$ cat src/rtl/cnn_layer_seq.sv
// cnn_layer_seq: single-scan control sequencer for one CNN layer.
// Steps output pixels and kernel taps with counters. For each tap it
// generates a feature-RAM read (or a zero-pad flag). MAC strobes follow the
// reads by one cycle to cover the RAM read latency, and a bias/write strobe
// ends each output pixel. Conv mode is KxK stride-1 with a PAD border;
// affine mode is one dot product over AFF_N inputs.
module cnn_layer_seq #(
  parameter int IMG_H  = 4,
  parameter int IMG_W  = 3,
  parameter int K      = 3,
  parameter int PAD    = 1,
  parameter int AFF_N  = 12,
  parameter int ADDR_W = 9
) (
  input  logic              i_clk,
  input  logic              i_rst,
  input  logic              i_start,
  input  logic              i_mode,
  input  logic              i_out_ready,
  output logic              o_busy,
  output logic              o_done,
  output logic              o_rd_en,
  output logic [ADDR_W-1:0] o_rd_addr,
  output logic              o_acc_clr,
  output logic              o_acc_en,
  output logic              o_acc_zero,
  output logic              o_acc_last,
  output logic              o_wr_en,
  output logic [ADDR_W-1:0] o_wr_addr
);

  localparam int OUT_H = IMG_H + 2*PAD - K + 1;
  localparam int OUT_W = IMG_W + 2*PAD - K + 1;
  localparam int KK    = K * K;
  // Two spare bits give the tap coordinates room to go negative in the
  // padding border without aliasing onto valid addresses.
  localparam int SW    = ADDR_W + 2;

  typedef enum logic [2:0] {
    S_IDLE, S_WAIT, S_TAP, S_DRAIN, S_BIAS, S_DONE
  } state_t;

  state_t            r_state, w_next;
  logic              r_mode;
  logic [ADDR_W-1:0] r_oy, r_ox, r_ky, r_kx, r_tap;
  logic              r_acc_en, r_acc_zero, r_acc_clr, r_acc_last;

  logic signed [SW-1:0] w_iy, w_ix;
  logic                 w_inb, w_pad, w_last_tap, w_last_px;

  // Input-map coordinate of the current tap. It is signed because the
  // padding border sits at negative coordinates.
  assign w_iy = $signed({2'b00, r_oy}) + $signed({2'b00, r_ky}) - $signed(SW'(PAD));
  assign w_ix = $signed({2'b00, r_ox}) + $signed({2'b00, r_kx}) - $signed(SW'(PAD));
  assign w_inb = !w_iy[SW-1] && (w_iy < $signed(SW'(IMG_H))) &&
                 !w_ix[SW-1] && (w_ix < $signed(SW'(IMG_W)));
  // Affine taps never pad.
  assign w_pad = !r_mode && !w_inb;

  assign w_last_tap = r_mode ? (r_tap == ADDR_W'(AFF_N - 1))
                             : (r_tap == ADDR_W'(KK - 1));
  // An affine pass is always a single output.
  assign w_last_px  = r_mode || ((r_oy == ADDR_W'(OUT_H - 1)) &&
                                 (r_ox == ADDR_W'(OUT_W - 1)));

  // State register.
  always_ff @(posedge i_clk) begin
    if (i_rst) r_state <= S_IDLE;
    else       r_state <= w_next;
  end

  // Next-state logic and state-decoded strobes.
  always_comb begin
    w_next    = r_state;
    o_busy    = (r_state != S_IDLE);
    o_done    = 1'b0;
    o_rd_en   = 1'b0;
    o_rd_addr = '0;
    o_wr_en   = 1'b0;
    o_wr_addr = '0;
    case (r_state)
      S_IDLE:  if (i_start) w_next = S_WAIT;
      S_WAIT:  if (i_out_ready) w_next = S_TAP;
      S_TAP: begin
        o_rd_en = !w_pad;
        if (r_mode)      o_rd_addr = r_tap;
        else if (!w_pad) o_rd_addr = w_iy[ADDR_W-1:0] * ADDR_W'(IMG_W) + w_ix[ADDR_W-1:0];
        if (w_last_tap) w_next = S_DRAIN;
      end
      S_DRAIN: w_next = S_BIAS;
      S_BIAS: begin
        o_wr_en = 1'b1;
        if (!r_mode) o_wr_addr = r_oy * ADDR_W'(OUT_W) + r_ox;
        w_next = w_last_px ? S_DONE : S_WAIT;
      end
      S_DONE: begin
        o_done = 1'b1;
        w_next = S_IDLE;
      end
      default: w_next = S_IDLE;
    endcase
  end

  // Mode latch plus pixel and tap counters. Kernel taps scan ky outer, kx inner.
  always_ff @(posedge i_clk) begin
    if (i_rst) begin
      r_mode <= 1'b0;
      r_oy   <= '0;
      r_ox   <= '0;
      r_ky   <= '0;
      r_kx   <= '0;
      r_tap  <= '0;
    end else begin
      case (r_state)
        S_IDLE: if (i_start) begin
          r_mode <= i_mode;
          r_oy   <= '0;
          r_ox   <= '0;
          r_ky   <= '0;
          r_kx   <= '0;
          r_tap  <= '0;
        end
        S_TAP: begin
          if (w_last_tap) begin
            r_tap <= '0;
            r_ky  <= '0;
            r_kx  <= '0;
          end else begin
            r_tap <= r_tap + 1'b1;
            if (r_kx == ADDR_W'(K - 1)) begin
              r_kx <= '0;
              r_ky <= r_ky + 1'b1;
            end else begin
              r_kx <= r_kx + 1'b1;
            end
          end
        end
        S_BIAS: begin
          if (r_ox == ADDR_W'(OUT_W - 1)) begin
            r_ox <= '0;
            r_oy <= r_oy + 1'b1;
          end else begin
            r_ox <= r_ox + 1'b1;
          end
        end
        default: ;
      endcase
    end
  end

  // Tap flags are delayed one cycle so each MAC strobe lines up with the
  // RAM data it consumes. The last one therefore lands in DRAIN.
  always_ff @(posedge i_clk) begin
    if (i_rst) begin
      r_acc_en   <= 1'b0;
      r_acc_zero <= 1'b0;
      r_acc_clr  <= 1'b0;
      r_acc_last <= 1'b0;
    end else begin
      r_acc_en   <= (r_state == S_TAP);
      r_acc_zero <= (r_state == S_TAP) && w_pad;
      r_acc_clr  <= (r_state == S_TAP) && (r_tap == '0);
      r_acc_last <= (r_state == S_TAP) && w_last_tap;
    end
  end

  assign o_acc_en   = r_acc_en;
  assign o_acc_zero = r_acc_zero;
  assign o_acc_clr  = r_acc_clr;
  assign o_acc_last = r_acc_last;

endmodule

$ cat config.mk
export PLATFORM = sky130hd
export DESIGN_NAME = cnn_layer_seq
export DESIGN_NICKNAME = d
export VERILOG_FILES = /design/src/rtl/cnn_layer_seq.sv
export SDC_FILE = /design/constraint.sdc
export NUM_CORES = 1
export LEC_CHECK = 0
export BUFFER_PORTS_ARGS = -buffer_cell sky130_fd_sc_hd__clkbuf_2
export CAP_MARGIN = 20
export CORE_MARGIN = 1
export CORE_UTILIZATION = 29
export DETAILED_ROUTE_END_ITERATION = 7
export PLACE_DENSITY = 0.55
export SYNTH_ARGS = -nofsm -noshare
export SYNTH_HDL_FRONTEND = slang
export SYNTH_SLANG_ARGS = --single-unit
$ cat constraint.sdc
create_clock -name i_clk -period 7.8 [get_ports i_clk]
set_input_delay 0.39 -clock i_clk [delete_from_list [all_inputs] [get_ports i_clk]]
set_output_delay 0.39 -clock i_clk [all_outputs]
set_load 0.005 [all_outputs]
==> flow_metrics.env, run 1 <==
export IMPL_status="finished, final reports clean"
export IMPL_final_antenna_net_count=0
export IMPL_ir_drop_mv=0.0702
export IMPL_core_rowCount=46
export IMPL_grt_total_usage_pct=14.3
export IMPL_intPower_uw=461
export IMPL_n_fill_cell=1706
export IMPL_overflow=0
export IMPL_synth_xor_area_share_pct=8.34
export IMPL_ctsHoldBuffers=0
export IMPL_required_ns=7.41
export IMPL_finalSetupViolations=0
export IMPL_synth_compound_area_share_pct=14.5
export IMPL_antenna_found_initial=0
export IMPL_portBuffers=30
export IMPL_synth_seq_cells=53
export IMPL_wl_mm=11.1
export IMPL_crit_arrival_ns=4.38
export IMPL_max_freq_mhz=210
export IMPL_max_slew_worst_pin_slew_ns=0.890
export IMPL_seqCellArea_um2=1060
export IMPL_p_comb_share_pct=24.4
export IMPL_synth_top_cells_by_area="dfxtp_1 (22%), ha_1 (18%), fa_1 (7.0%), inv_1 (7.0%), xnor2_1 (6.5%)"
export IMPL_async_flop_share_pct=0
export IMPL_cts_buffers=5
export IMPL_grt_setup_unrepaired="no"
export IMPL_synth_nets=704
export IMPL_yosysMostFrequentCell="inv_1"
export IMPL_finalNetCount=729
export IMPL_min_delay_start="i_mode"
export IMPL_slew_viol_final=0
export IMPL_grt_pass1_vias=3792
export IMPL_fin_area_um2=5360
export IMPL_pin_count=31
export IMPL_path_max_fanout=5
export IMPL_dieArea_um2=17200
export IMPL_synth_adder_area_share_pct=25.4
export IMPL_vias_per_cell=4.70
export IMPL_r2r_start="r_oy[2]$_SDFFE_PP0P_"
export IMPL_maxSlewHeadroom_pct=40.1
export IMPL_yosysTopAreaCell="dfxtp_1"
export IMPL_period_minus_slack_ns=4.77
export IMPL_synth_top_family_by_area="adder cells"
export IMPL_synth_area_um2=4830
export IMPL_grt_max_degree=32
export IMPL_multi_input_area_um2=3380
export IMPL_dieWidth_um=131
export IMPL_hold_depth=3
export IMPL_swShare_pct=31.7
export IMPL_post_dp_hpwl_mm=9.04
export IMPL_r2r_slack_ns=3.93
export IMPL_netlist_top_cells_count="inv_1 (90), nor2_1 (74), ha_1 (71)"
export IMPL_initial_core_util_pct=30.1
export IMPL_ys_seq_area_share_pct=22.0
export IMPL_wl_per_cell_um=13.0
export IMPL_synth_edf_count=0
export IMPL_skew_ns=0.00960
export IMPL_crit_family="adder cells"
export IMPL_worst_path_buf_inv=4
export IMPL_dpl_cell_area_um2=5210
export IMPL_cts_tree="built"
export IMPL_antenna_cells=0
export IMPL_syn_instance_count=611
export IMPL_drc=0
export IMPL_cp_slowest_stage_delay_ns=0.49
export IMPL_synth_area_per_cell_um2=7.91
export IMPL_timing_worst_setup_path_type="reg2out"
export IMPL_htreeDepth=2
export IMPL_yosys_area_share_simple_pct=21.0
export IMPL_grt_first_pass_wirelength_mm=19.2
export IMPL_vias=4013
export IMPL_root_buffer="clkbuf_16"
export IMPL_end_kind="primary output"
export IMPL_post_cts_resize_count=0
export IMPL_path_cells="inv_1 -> ha_1 -> inv_1 -> ha_1 -> inv_1 -> fa_1 -> xnor2_1 -> fa_1 -> ha_1 -> a21o_1 -> a21oi_1 -> o21bai_1 -> a21oi_1 -> xnor2_1 -> mux2i_1 -> nor3_2 -> clkbuf_2"
export IMPL_utilization_pct=33.4
export IMPL_cts_max_path_buffers=2
export IMPL_seqPwrFrac_pct=41.6
export IMPL_gp_congestion=0.799
export IMPL_initialDrtViolationCount=209
export IMPL_syn2layout_area_growth_pct=10.9
export IMPL_critPathLaunchType="register"
export IMPL_p_leak_uw=0.00231
export IMPL_core_area_um2=16100
export IMPL_ys_warn_count=0
export IMPL_tns_ns=0
export IMPL_clkSlewWorstSetupHoldPaths_ns=0.07
export IMPL_p_per_area_nw_per_um2=126
export IMPL_synth_top_area_share_pct=22.0
export IMPL_synthMuxAreaShare_pct=0.622
export IMPL_p_switching_uw=214
export IMPL_fin_crit_sh_pct=61.1
export IMPL_cts_sinks=53
export IMPL_pwr_share_clk_pct=34.0
export IMPL_drv_cap=0
export IMPL_r2r_cells=15
export IMPL_synth_cell_type_count=51
export IMPL_min_path_type="in2reg"
export IMPL_clock_latency_ns=0.30
export IMPL_cp_slowest_cell="fa_1"
export IMPL_min_to="r_mode$_SDFFE_PP0P_"
export IMPL_drive_above_1_share_pct=8.01
export IMPL_final_hold_violation_count=0
export IMPL_die_height_um=131
export IMPL_cp_startpoint="r_oy[1]$_SDFFE_PP0P_"
export IMPL_synthFlopType="dfxtp_1"
export IMPL_rr_endpoint="o_acc_zero$_SDFF_PP0_"
export IMPL_firstDrtPassIters=4
export IMPL_cts_setup_buffers=0
## cell type report
cell class	instances	share of cell area, %
inverters	91	6.38
flip-flops and latches	53	19.8
clock buffers	5	2.34
well taps	216	5.05
clock inverters	3	0.420
multi-input cells	454	63.1
repair buffers	31	2.94
## power groups by stage
stage          sequential, uW  clock, uW  combinational (uW)
6_report                  281        229                 165
2_1_floorplan             284          0                 127
3_5_place_dp              287          0                 164
3_3_place_gp              288          0                 169
4_1_cts                   281        237                 166
5_1_grt                   282        250                 188
## state kept, by name, indices dropped and copies added (netlist names)
register	count
r_kx	9
r_ky	9
r_ox	9
r_oy	9
r_tap	9
r_state	3
o_acc_clr	1
o_acc_en	1
o_acc_last	1
o_acc_zero	1
r_mode	1
## cells in the final DEF (no fill, tap or decap), drive strengths merged, types with 5 or more instances in the layout
cell,Yosys,final
nand2,39,39
a21o,11,11
or2,5,5
nor3,11,11
a211oi,6,6
nor2b,7,7
xor2,10,10
nand4,12,12
or3,6,6
a31oi,6,6
a21oi,35,35
o21ai,27,27
a311oi,5,5
ha,71,71
and2,7,7
inv,90,90
nand2b,5,5
and3,10,10
nand3,18,18
xnor2,36,36
dfxtp,53,53
nor2,74,74
clkbuf,11,35
fa,17,17
## how the worst max path moves through the flow
| stage | end | cells after the start |
|---|---|---|
| floorplan | o_rd_addr[8] | 19 |
| global placement | o_rd_addr[7] | 17 |
| detailed placement | o_rd_addr[7] | 17 |
| CTS | o_rd_addr[7] | 17 |
| global route | o_rd_addr[7] | 17 |
| finish | o_rd_addr[7] | 17 |
## stage by stage
| stage | cells | total power [uW] | setup slack [ns] | hold slack [ns] |
|---|---|---|---|---|
| final | 853 | 675 | 3.03 | 0.332 |
| after global routing | 853 | 721 | 2.59 | 0.359 |
| after CTS | 853 | 684 | 2.95 | 0.330 |
| after detailed placement | 845 | 451 | 3.30 | 0.483 |
| after global placement | 845 | 456 | 3.29 | 0.479 |
| after floorplan | 611 | 411 | 3.84 | 0.446 |
## worst reg2reg max path: cells and delay by family (launching register included)
family                   cells  cell delay (ns)
flip-flops                   1             0.50
adder cells (fa/ha/maj)      3             0.82
AND/OR/NAND/NOR              5             1.20
buffers and inverters        3             0.22
AO/OA/AOI/OAI                4             1.01
## routing by layer
layer  part of all wire, %  GRT usage (%)  up-vias
li1                      -              -     2104
met5                     0              0        -
met3                   3.0           2.60        9
met2                    44           22.6       57
met4                   1.0           3.79        0
met1                    52           20.0     1843
## cells by family after synthesis
| family | count (synthesis) |
|---|---|
| AOI/OAI and AO/OA | 111 |
| xor gates and xnor gates | 46 |
| adders and majority gates | 88 |
| buffers and inverters | 104 |
| DFF | 53 |
| muxes | 3 |
| and+or+nand+nor | 206 |
Note: power is estimated with default switching activity, not from simulation.
==> run 2: changes to the inputs <==
==> constraint.sdc (replaced) <==
create_clock -name i_clk -period 4.8 [get_ports i_clk]
set_input_delay 0.24 -clock i_clk [delete_from_list [all_inputs] [get_ports i_clk]]
set_output_delay 0.24 -clock i_clk [all_outputs]
set_load 0.005 [all_outputs]
==> run 2 against run 1 <==
Compared with the run above: clock-buffer cell count unchanged; sequential power up 62%; first-iteration DRC count up 29%; utilization up 0.42 points; critical path depth unchanged; register-to-register slack worse by 2.8 ns.
==> flow_metrics.env, run 2 (synthesis results as in run 1) <==
export IMPL_vias_per_cell=4.66
export IMPL_pre_cts_slack_ns=0.444
export IMPL_cts_max_path_buffers=2
export IMPL_finalNetCount=735
export IMPL_max_freq_mhz=219
export IMPL_min_path_type="in2reg"
export IMPL_syn2layout_area_growth_pct=12.3
export IMPL_cts_tree="built"
export IMPL_cp_slowest_cell="fa_2"
export IMPL_final_hold_violation_count=0
export IMPL_period_minus_slack_ns=4.56
export IMPL_p_comb_share_pct=24.7
export IMPL_grt_first_pass_wirelength_mm=19.0
export IMPL_highest_layer="met4"
export IMPL_wl_mm=11.2
export IMPL_grt_total_usage_pct=14.1
export IMPL_drv_cap=0
export IMPL_post_dp_hpwl_mm=9.06
export IMPL_fin_area_um2=5420
export IMPL_seqCellArea_um2=1060
export IMPL_crit_top_cell="inv_1"
export IMPL_antenna_found_initial=0
export IMPL_pin_count=31
export IMPL_rr_endpoint="o_acc_zero$_SDFF_PP0_"
export IMPL_die_height_um=131
export IMPL_clock_latency_ns=0.30
export IMPL_drc=0
export IMPL_multi_input_area_um2=3400
export IMPL_antenna_cells=0
export IMPL_root_buffer="clkbuf_16"
export IMPL_r2r_cells=15
export IMPL_critPathLaunchType="register"
export IMPL_core_rowCount=46
export IMPL_p_per_area_nw_per_um2=204
export IMPL_crit_family="adder cells"
export IMPL_maxSlewHeadroom_pct=43.0
export IMPL_cts_sinks=53
export IMPL_dpl_cell_area_um2=5240
export IMPL_clkSlewWorstSetupHoldPaths_ns=0.08
export IMPL_firstDrtPassIters=4
export IMPL_cts_buffers=5
export IMPL_dieWidth_um=131
export IMPL_grt_max_degree=32
export IMPL_total_power_uw=1110
export IMPL_worst_path_buf_inv=5
export IMPL_hold_depth=3
export IMPL_fin_crit_sh_pct=94.9
export IMPL_path_cells="inv_1 -> ha_1 -> inv_1 -> ha_1 -> inv_1 -> fa_2 -> inv_1 -> fa_1 -> fa_1 -> a21o_1 -> a21oi_1 -> o21bai_1 -> a21oi_1 -> xnor2_1 -> mux2i_1 -> nor3_2 -> clkbuf_2"
export IMPL_end_kind="primary output"
export IMPL_r2r_start="r_oy[5]$_SDFFE_PP0P_"
export IMPL_drive_above_1_share_pct=9.80
export IMPL_timing_worst_setup_path_type="reg2out"
export IMPL_portBuffers=30
export IMPL_skew_ns=0.00834
export IMPL_min_to="r_mode$_SDFFE_PP0P_"
export IMPL_overflow=0
export IMPL_crit_arrival_ns=4.32
export IMPL_ctsHoldBuffers=0
export IMPL_htreeDepth=2
export IMPL_initial_core_util_pct=30.1
export IMPL_cp_slowest_stage_delay_ns=0.54
export IMPL_dieArea_um2=17200
export IMPL_pwr_share_clk_pct=34.1
export IMPL_wl_per_cell_um=13.0
export IMPL_required_ns=4.56
export IMPL_ir_drop_mv=0.149
export IMPL_grt_pass1_vias=3764
export IMPL_slew_viol_final=0
export IMPL_wl_met3_um=387
export IMPL_finalSetupViolations=0
export IMPL_max_slew_worst_pin_slew_ns=0.847
export IMPL_intPower_uw=753
export IMPL_initialDrtViolationCount=269
export IMPL_core_area_um2=16100
export IMPL_min_delay_start="i_mode"
export IMPL_path_max_fanout=5
export IMPL_tns_ns=0
export IMPL_r2r_slack_ns=1.11
export IMPL_dr_wl_met2_mm=4.92
export IMPL_p_switching_uw=354
export IMPL_p_leak_uw=0.00235
export IMPL_layout_commonest_cell="inv_1"
export IMPL_worst_slack_ns=0.243
export IMPL_seqPwrFrac_pct=41.2
export IMPL_swShare_pct=32.0
export IMPL_most_common_layout_cells="inv_1 (90), nor2_1 (74), ha_1 (71)"
export IMPL_n_fill_cell=1690
export IMPL_wl_met1_mm=5.74
export IMPL_vias=4005
export IMPL_gp_congestion=0.821
export IMPL_final_antenna_net_count=0
export IMPL_status="finished, final reports clean"
export IMPL_grt_setup_unrepaired="no"
==> run 2: area by class of cell <==
cell class              count  area share (%)
well taps                 216            4.98
clock inverters             3           0.461
inverters                  91            6.30
flip-flops and latches     53            19.6
repair buffers             37            3.74
clock buffers               5            2.31
multi-input cells         454            62.6
==> run 2: stage by stage <==
stage / hold slack [ns] / util [%] / instances
2_1_floorplan: 0.331 / - / 611
4_1_cts: 0.171 / 33.6 / 857
3_3_place_gp: 0.480 / 32.6 / 849
5_1_grt: 0.207 / 33.8 / 859
3_5_place_dp: 0.481 / 32.6 / 849
6_report: 0.177 / 33.8 / 859
==> run 2: timing repair <==
action / in CTS / in global routing
endpoints found under the hold margin: 0 / 0
resized for setup: 0 / 7
endpoints found under the setup margin: 0 / 2
buffers inserted: 0 / 2
==> run 2: how the worst max path moves through the flow <==
stage | startpoint | end | depth (start not counted)
CTS | r_oy[1]$_SDFFE_PP0P_ | o_rd_addr[7] | 17
global placement | r_oy[1]$_SDFFE_PP0P_ | o_rd_addr[7] | 17
global route | r_oy[1]$_SDFFE_PP0P_ | o_rd_addr[7] | 17
floorplan | r_oy[1]$_SDFFE_PP0P_ | o_rd_addr[8] | 19
detailed placement | r_oy[1]$_SDFFE_PP0P_ | o_rd_addr[7] | 17
finish | r_oy[1]$_SDFFE_PP0P_ | o_rd_addr[7] | 17
==> run 2: per-layer routing <==
layer	vias up	GRT usage, %
met5	-	0
met4	0	3.45
met3	9	2.27
met2	61	22.2
met1	1823	20.1
li1	2112	-
==> run 2: worst reg2reg max path, delay by kind of cell, from the launching register on <==
kind / cells / cell delay (ns)
AO/OA/AOI/OAI: 3 / 0.92
adder cells (fa/ha/maj): 3 / 0.86
buffers and inverters: 4 / 0.31
flip-flops: 1 / 0.31
AND/OR/NAND/NOR: 5 / 1.15
==> run 2: power groups by stage <==
| stage | clock, uW | combinational [uW] | sequential (uW) |
|---|---|---|---|
| final | 378 | 273 | 456 |
| after global routing | 406 | 314 | 458 |
| after global placement | 0 | 276 | 467 |
| after floorplan | 0 | 206 | 462 |
| after CTS | 390 | 273 | 457 |
| after detailed placement | 0 | 270 | 467 |
==> run 3: changes to the inputs <==
--- a/config.mk
+++ b/config.mk
@@ -5,6 +5,7 @@
 export SDC_FILE = /design/constraint.sdc
 export NUM_CORES = 1
 export LEC_CHECK = 0
+export ABC_AREA = 1
 export BUFFER_PORTS_ARGS = -buffer_cell sky130_fd_sc_hd__clkbuf_2
 export CAP_MARGIN = 20
 export CORE_MARGIN = 1
==> run 3 against run 2 <==
Compared with the run above: final cell count grew 21%; non-clock buffer count shrank 6; routed wire length grew 19%; area after synthesis grew 9.1%; combinational power grew to 9.2 times the previous value; utilization shrank 0.58 points; critical path type unchanged; critical endpoint unchanged; largest cell class unchanged.
==> flow_metrics.env, run 3 <==
export IMPL_status="finished, final reports clean"
export IMPL_syn_instance_count=784
export IMPL_wl_mm=13.3
export IMPL_drv_cap=0
export IMPL_highest_layer="met4"
export IMPL_antenna_cells=0
export IMPL_wl_met1_mm=6.85
export IMPL_slew_viol_final=0
export IMPL_pre_cts_slack_ns=0.680
export IMPL_r2r_start="r_oy[0]$_SDFFE_PP0P_"
export IMPL_period_minus_slack_ns=4.37
export IMPL_p_leak_uw=0.00279
export IMPL_r2r_slack_ns=1.59
export IMPL_cp_startpoint="r_oy[0]$_SDFFE_PP0P_"
export IMPL_pin_count=31
export IMPL_ctsHoldBuffers=0
export IMPL_netlist_top_cells_count="nand2_1 (178), inv_1 (153), ha_1 (71)"
export IMPL_ys_warn_count=0
export IMPL_final_hold_violation_count=0
export IMPL_synth_seq_cells=53
export IMPL_cts_buffers=5
export IMPL_critPathLaunchType="register"
export IMPL_worst_slack_ns=0.427
export IMPL_crit_top_cell="nand2_1"
export IMPL_grt_first_pass_wirelength_mm=22.0
export IMPL_maxSlewHeadroom_pct=56.2
export IMPL_vias_per_cell=4.60
export IMPL_hold_depth=3
export IMPL_cts_tree="built"
export IMPL_synth_top_cells_by_area="dfxtp_1 (20%), ha_1 (17%), nand2_1 (13%), inv_1 (11%), fa_1 (6.5%)"
export IMPL_synth_area_per_cell_um2=6.72
export IMPL_antenna_found_initial=0
export IMPL_initial_core_util_pct=30.0
export IMPL_crit_arrival_ns=4.13
export IMPL_initialDrtViolationCount=244
export IMPL_drive_above_1_share_pct=8.10
export IMPL_post_cts_resize_count=0
export IMPL_rr_endpoint="o_acc_zero$_SDFF_PP0_"
export IMPL_dieWidth_um=137
export IMPL_layout_commonest_cell="nand2_1"
export IMPL_skew_ns=0.0130
export IMPL_syn2layout_area_growth_pct=10.5
export IMPL_synth_edf_count=0
export IMPL_grt_total_usage_pct=15.1
export IMPL_synthFlopType="dfxtp_1"
export IMPL_wl_per_cell_um=12.8
export IMPL_n_fill_cell=1951
export IMPL_finalNetCount=907
export IMPL_core_rowCount=48
export IMPL_tns_ns=0
export IMPL_overflow=0
export IMPL_yosysMostFrequentCell="nand2_1"
export IMPL_portBuffers=30
export IMPL_clock_latency_ns=0.31
export IMPL_worst_path_buf_inv=4
export IMPL_most_common_layout_cells="nand2_1 (178), inv_1 (153), ha_1 (71)"
export IMPL_final_antenna_net_count=0
export IMPL_synth_top_area_share_pct=20.1
export IMPL_total_power_uw=3420
export IMPL_path_cells="inv_1 -> ha_1 -> inv_1 -> ha_1 -> inv_1 -> fa_1 -> xnor2_1 -> fa_1 -> ha_1 -> a21oi_1 -> nand2_1 -> nand2_1 -> nand2_1 -> a21oi_1 -> xor2_1 -> nand2_1 -> nand2_1 -> nor2_1 -> clkbuf_2"
export IMPL_utilization_pct=33.2
export IMPL_fin_crit_sh_pct=91.1
export IMPL_cts_max_path_buffers=2
export IMPL_async_flop_share_pct=0
export IMPL_max_freq_mhz=229
export IMPL_max_slew_worst_pin_slew_ns=0.657
export IMPL_end_kind="primary output"
export IMPL_ys_seq_area_share_pct=20.1
export IMPL_dieArea_um2=18700
export IMPL_post_dp_hpwl_mm=11.1
export IMPL_synth_nets=877
export IMPL_crit_family="adder cells"
export IMPL_synth_area_um2=5270
export IMPL_root_buffer="clkbuf_16"
export IMPL_dr_wl_met2_mm=5.99
export IMPL_cts_setup_buffers=0
export IMPL_p_per_area_nw_per_um2=587
export IMPL_grt_setup_unrepaired="no"
export IMPL_drc=0
export IMPL_timing_worst_setup_path_type="reg2out"
export IMPL_cp_slowest_stage_delay_ns=0.49
export IMPL_synth_cell_type_count=46
export IMPL_cp_slowest_cell="fa_1"
export IMPL_path_max_fanout=5
export IMPL_vias=4786
export IMPL_finalSetupViolations=0
export IMPL_core_area_um2=17500
export IMPL_firstDrtPassIters=5
export IMPL_crit_path_end="o_rd_addr[7]"
export IMPL_gp_congestion=0.838
export IMPL_grt_max_degree=24
export IMPL_required_ns=4.56
export IMPL_cts_sinks=53
export IMPL_yosysTopAreaCell="dfxtp_1"
export IMPL_wl_met3_um=311
export IMPL_min_path_type="in2reg"
export IMPL_die_height_um=137
export IMPL_htreeDepth=2
export IMPL_crit_cells=19
export IMPL_grt_pass1_vias=4428
export IMPL_ir_drop_mv=0.677
export IMPL_clkSlewWorstSetupHoldPaths_ns=0.07
export IMPL_r2r_cells=23
## run 3: cell count changes after synthesis, moves of 11 or more
| cell | change |
|---|---|
| a21o_1 | -11 |
| nand2_1 | +139 |
| a21oi_1 | +22 |
| nor2_1 | -18 |
| xnor2_1 | -29 |
| nand3_1 | +29 |
| o21ai_0 | +22 |
| inv_1 | +63 |
## run 3: power by group
group / switching [uW] / leakage, uW / internal (uW) / total [uW]
registers: 41.6 / 0.000429 / 478 / 520
clock network: 190 / 0.0000735 / 211 / 401
logic: 1510 / 0.00228 / 987 / 2500
## run 3: cell type report
class	instances	area [um2]	area share, %
repair buffers	31	158	2.71
flip-flops and latches	53	1060	18.2
multi-input cells	563	3550	61.1
inverters	160	611	10.5
clock inverters	2	16.3	0.279
well taps	225	282	4.84
clock buffers	6	139	2.39
## run 3: metrics by stage
step / cell area [um2] / instances / hold WS, ns
2_1_floorplan: 5270 / 784 / 0.335
3_3_place_gp: 5670 / 1032 / 0.474
3_5_place_dp: 5670 / 1032 / 0.477
4_1_cts: 5820 / 1040 / 0.219
5_1_grt: 5820 / 1040 / 0.226
6_report: 5820 / 1040 / 0.217
## run 3: routing by layer
metal	GRT usage (%)	vias to the layer above
li1	-	2571
met1	21.0	2151
met2	24.5	53
met3	2.19	11
met4	3.79	0
met5	0	-
## run 3: worst min-delay path by stage
stage | from | slack (ns) | to
final | i_out_ready | 0.22 | r_state[0]$_SDFFE_PP0P_
after global routing | i_out_ready | 0.23 | r_state[0]$_SDFFE_PP0P_
after CTS | i_out_ready | 0.22 | r_state[0]$_SDFFE_PP0P_
after detailed placement | r_kx[0]$_SDFFE_PP0P_ | 0.48 | r_kx[0]$_SDFFE_PP0P_
after global placement | r_ky[4]$_SDFFE_PP0P_ | 0.47 | r_ky[4]$_SDFFE_PP0P_
after floorplan | i_rst | 0.34 | o_acc_en$_SDFF_PP0_
## run 3: logic make-up after synthesis
family                     Yosys count  synth area share (%)
buffers and inverters              168                  12.4
muxes                                1                 0.190
and+or+nand+nor                    339                  28.5
adders and majority gates           88                  23.3
AOI/OAI and AO/OA                  118                  12.6
xor gates and xnor gates            17                  2.83
DFF                                 53                  20.1
## run 3: worst min-delay path, stage by stage
cell and delay [ns]:
clkbuf_2 0.08, or2_2 0.10, a21oi_1 0.06
